[config.mk]
export PLATFORM = sky130hd
export DESIGN_NAME = packet_injector
export DESIGN_NICKNAME = d
export VERILOG_FILES = /design/src/rtl/packet_injector.sv
export SDC_FILE = /design/constraint.sdc
export NUM_CORES = 1
export LEC_CHECK = 0
export BUFFER_PORTS_ARGS = -buffer_cell sky130_fd_sc_hd__buf_2
export CAP_MARGIN = 20
export CORE_ASPECT_RATIO = 2
export CORE_UTILIZATION = 40
export CTS_BUF_LIST = sky130_fd_sc_hd__clkbuf_2 sky130_fd_sc_hd__clkbuf_4 sky130_fd_sc_hd__clkbuf_8
export DETAILED_ROUTE_END_ITERATION = 8
export PLACE_DENSITY = 0.71
export SLEW_MARGIN = 20
export SYNTH_ARGS = -nofsm -noshare
export SYNTH_HDL_FRONTEND = slang
export SYNTH_SLANG_ARGS = --single-unit
[constraint.sdc]
create_clock -name clk_i -period 2.2 [get_ports clk_i]
set_input_delay 0.22 -clock clk_i [delete_from_list [all_inputs] [get_ports clk_i]]
set_output_delay 0.22 -clock clk_i [all_outputs]
set_load 0.005 [all_outputs]
[src/rtl/packet_injector.sv]
// packet_injector: builds HEAD/BODY/TAIL flits from (col,row,len) requests and len payload words; ports req_* in, data_* in, flit_* out, busy_o/err_o/pkt_cnt_o status
module packet_injector #(
  parameter int PACKET_ADDR_COL_W = 4,
  parameter int PACKET_ADDR_ROW_W = 4,
  parameter int DATA_W = 8,
  parameter int LEN_W = 4
) (
  input  logic                         clk_i,
  input  logic                         rst_i,
  input  logic                         req_valid_i,
  output logic                         req_ready_o,
  input  logic [PACKET_ADDR_COL_W-1:0] req_col_i,
  input  logic [PACKET_ADDR_ROW_W-1:0] req_row_i,
  input  logic [LEN_W-1:0]             req_len_i,
  input  logic                         data_valid_i,
  output logic                         data_ready_o,
  input  logic [DATA_W-1:0]            data_i,
  output logic                         flit_valid_o,
  input  logic                         flit_ready_i,
  output logic [DATA_W+1:0]            flit_o,
  output logic                         busy_o,
  output logic                         err_o,
  output logic [7:0]                   pkt_cnt_o
);
  localparam logic [1:0] IDLE = 2'd0, HEAD = 2'd1, BODY = 2'd2, TAIL_WAIT = 2'd3;
  logic [1:0] state;
  logic [LEN_W-1:0] remaining;
  logic req_hs, data_hs;
  assign req_ready_o = state == IDLE;
  assign busy_o = state != IDLE;
  assign data_ready_o = state == BODY && (!flit_valid_o || flit_ready_i);
  assign req_hs = req_valid_i && req_ready_o;
  assign data_hs = data_valid_i && data_ready_o;
  always_ff @(posedge clk_i or posedge rst_i)
    if (rst_i) begin
      state <= IDLE;
      remaining <= '0;
      flit_valid_o <= 1'b0;
      flit_o <= '0;
      err_o <= 1'b0;
      pkt_cnt_o <= 8'd0;
    end else begin
      err_o <= req_hs && req_len_i == '0;
      case (state)
        IDLE:
          if (req_hs && req_len_i != '0) begin
            state <= HEAD;
            remaining <= req_len_i;
            flit_valid_o <= 1'b1;
            flit_o <= {2'b10, DATA_W'({req_row_i, req_col_i})};
          end
        HEAD:
          if (flit_ready_i) begin
            state <= BODY;
            flit_valid_o <= 1'b0;
          end
        BODY:
          if (data_hs) begin
            flit_valid_o <= 1'b1;
            flit_o <= {remaining == LEN_W'(1) ? 2'b01 : 2'b00, data_i};
            remaining <= remaining - LEN_W'(1);
            state <= remaining == LEN_W'(1) ? TAIL_WAIT : BODY;
          end else if (flit_ready_i) flit_valid_o <= 1'b0;
        TAIL_WAIT:
          if (flit_ready_i) begin
            state <= IDLE;
            flit_valid_o <= 1'b0;
            pkt_cnt_o <= pkt_cnt_o + 8'd1;
          end
      endcase
    end
endmodule

==> results.sh <==
export IMPL_cts_buffer_depth=2
export IMPL_worstPathArrival_ns=2.16
export IMPL_period_share_pct=91.31
export IMPL_antenna_found_initial=0
export IMPL_grt_overflow_total=0
export IMPL_hp_class="in2reg"
export IMPL_post_cts_resized=0
export IMPL_power_mw=2.453
export IMPL_cts_root_buf="clkbuf_8"
export IMPL_ioPinCount=48
export IMPL_finalClockSkew_ns=0.001521
export IMPL_p_per_area_nw_per_um2=1350
export IMPL_rows=30
export IMPL_nFillCells=307
export IMPL_holdCritStartpoint="flit_ready_i"
export IMPL_rr_worst_depth=7
export IMPL_tightest_slew_ns=0.4565
export IMPL_critPathKind="reg2reg"
export IMPL_rsz0062_at_grt="no"
export IMPL_ys_ff_latch=26
export IMPL_htreeDepth=1
export IMPL_syn_avg_cell_area_um2=12.35
export IMPL_drtIter0Drc=12
export IMPL_routed_wl_um=3051
export IMPL_syn_to_final_growth_pct=24.64
export IMPL_finalHoldViolations=0
export IMPL_vias_per_cell=5.046
export IMPL_min_path_cells=3
export IMPL_power_leakage_nw=0.9154
export IMPL_ant_nets=0
export IMPL_cp_start_kind="flop"
export IMPL_relSlewSlack_pct=68.78
export IMPL_fin_cells=217
export IMPL_grt_pass1_vias=1192
export IMPL_tritoncts="built"
export IMPL_reg2reg_from="state[0]$_DFFE_PP0P_"
export IMPL_regToRegEndpoint="flit_o[0]$_DFFE_PP0P_"
export IMPL_synthesis_nets=151
export IMPL_cp_slowest_cell="dfrtp_1"
export IMPL_wl_per_cell_um=14.06
export IMPL_cp_end_kind="flop"
export IMPL_start_util_pct=42.67
export IMPL_r2r_slack_ns=0.19
export IMPL_cp_data_required_time_ns=2.35
export IMPL_placedCellCount=212
export IMPL_synth_cells=118
export IMPL_final_util_pct=53.19
export IMPL_crit_family="buffers and inverters"
export IMPL_grt_max_degree=27
export IMPL_fmax_mhz=497.8
export IMPL_setup_viol=0
export IMPL_cp_num_buf_inv=3
export IMPL_status="completed"
export IMPL_port_buffers=47
export IMPL_grt_pass1_wl_um=5078
export IMPL_fin_nets=204
export IMPL_via_count=1095
export IMPL_clk_latency_ns=0.26
export IMPL_slew_violations=0
export IMPL_first_pass_iters=4
export IMPL_synth_area_um2=1458
export IMPL_numClockSinks=26
export IMPL_antenna_cells=0
export IMPL_yosys_warnings=0
export IMPL_path_common_cell="inv_1"
export IMPL_worstPathMaxFanout=14
export IMPL_fin_hold_ws_ns=0.2712
export IMPL_die_h_um=87.37
export IMPL_max_vdd_ir_drop_mv=0.8191
export IMPL_hold_end="pkt_cnt_o[2]$_DFFE_PP0P_"
export IMPL_drv_cap=0
export IMPL_die_x_um=44.69
export IMPL_dp_final_hpwl_um=2380
export IMPL_grt_usage_pct=17.76
export IMPL_period_minus_slack_ns=2.009
export IMPL_cts_buffers=3
export IMPL_cts_clk_slew_worst_paths_ns=0.08
export IMPL_die_area_um2=3904
export IMPL_gp_congestion=0.8248
export IMPL_crit_chain="inv_1, ha_1, inv_1, o221ai_4, nor3_4, buf_4, mux2_2"
export IMPL_yosysSeqAreaShare_pct=44.64
export IMPL_slowest_delay_ns=0.39
export IMPL_drc_errors=0
export IMPL_synth_distinct_cells=31
export IMPL_layout_drive_gt1_share_pct=49.11
export IMPL_tns_ns=0
export IMPL_core_area_um2=3416
## per-stage QoR
stage	area, um^2	worst slack (ns)
2_1_floorplan	1458	0.3082
3_3_place_gp	1738	0.2716
3_5_place_dp	1738	0.2013
4_1_cts	1779	0.1795
5_1_grt	1817	0.05799
6_report	1817	0.1912
## layout make-up
cell class	count	area, um^2	share of cell area, %
Multi-Input combinational cell	81	747.0	41.12
Sequential cell	26	650.6	35.81
Timing Repair Buffer	51	287.8	15.84
Tap cell	48	60.06	3.306
Clock buffer	3	41.29	2.273
Inverter	8	30.03	1.653
## worst max-delay path by stage
stage | startpoint | end | cells after the start
floorplan | state[0]$_DFFE_PP0P_ | flit_o[1]$_DFFE_PP0P_ | 8
global placement | state[1]$_DFFE_PP0P_ | flit_o[0]$_DFFE_PP0P_ | 7
detailed placement | state[0]$_DFFE_PP0P_ | flit_o[0]$_DFFE_PP0P_ | 7
CTS | state[0]$_DFFE_PP0P_ | flit_o[9]$_DFFE_PP0P_ | 7
global route | state[1]$_DFFE_PP0P_ | flit_o[9]$_DFFE_PP0P_ | 7
finish | state[0]$_DFFE_PP0P_ | flit_o[0]$_DFFE_PP0P_ | 7
## repair_timing
item	in CTS	in global routing
hold buffers	0	1
buffers inserted	0	0
endpoints found under the hold margin	0	7
## worst min-delay path: stages
cell	delay, ns
buf_2	0.13
nand3_1	0.08
xnor2_1	0.07
## metal layers
layer / vias up / global-route usage (%) / part of all wire (%) / routed length, um
li1: 510 / - / - / -
met1: 525 / 17.43 / 38 / 1158
met2: 49 / 33.56 / 54 / 1661
met3: 11 / 1.867 / 4.0 / 121
met4: 0 / 10.19 / 3.6 / 110
met5: - / 0 / 0 / 0
## cell usage after synthesis
cell type  instances  area share (%)
dfrtp_1           26              45
mux2_2            13              10
mux2_4             9             9.3
nor2_1             9             2.3
ha_1               8             6.9
inv_1              7             1.8
xnor2_1            7             4.2
a21oi_1            5             1.7
and3_1             4             1.7
nand3_1            4             1.4
and2_2             2             1.0
mux2i_1            2             1.4
nand2_1            2            0.52
nor3_1             2            0.69
xor2_1             2             1.2
a2111oi_0          1            0.60
a211oi_1           1            0.52
a31oi_1            1            0.43
and3_2             1            0.52
buf_6              1            0.77
buf_8              1             1.0
clkbuf_1           1            0.26
clkinv_1           1            0.26
nand2b_1           1            0.43
nand2b_4           1            0.94
nor3_4             1             1.1
nor4_2             1            0.86
o21ai_0            1            0.34
o221ai_4           1             1.8
o2bb2ai_1          1            0.60
or3_4              1            0.77
## where the power goes
group / total [mW] / internal, mW / switching, mW
clock: 0.261 / 0.123 / 0.138
combinational: 1.35 / 0.744 / 0.607
sequential: 0.840 / 0.681 / 0.159
## state kept, by name (all words and copies together) (netlist names)
register	cells
flit_o	10
pkt_cnt_o	8
remaining	4
state	2
err_o	1
flit_valid_o	1
## layout by cell type (no fill, tap or decap), drive strengths merged
master	instances
mux2i	2
and3	5
nand2b	2
buf	50
o2bb2ai	1
clkinv	1
and2	2
o21ai	1
nand2	2
dfrtp	26
clkbuf	3
a2111oi	1
a31oi	1
nor2	9
nor4	1
dlygate4sd3	1
mux2	22
or3	1
inv	7
xor2	2
nor3	3
o221ai	1
ha	8
a211oi	1
nand3	4
xnor2	7
a21oi	5
## cells by family after synthesis
family | after synthesis | synth area share [%]
AO/OA/AOI/OAI | 11 | 6.009
XOR/XNOR | 9 | 5.408
adder cells (fa/ha/maj) | 8 | 6.867
buffers and inverters | 11 | 4.120
flip-flops | 26 | 44.63
multiplexers | 24 | 20.69
AND/OR/NAND/NOR | 29 | 12.27
Power figures use the tool's default switching activity.
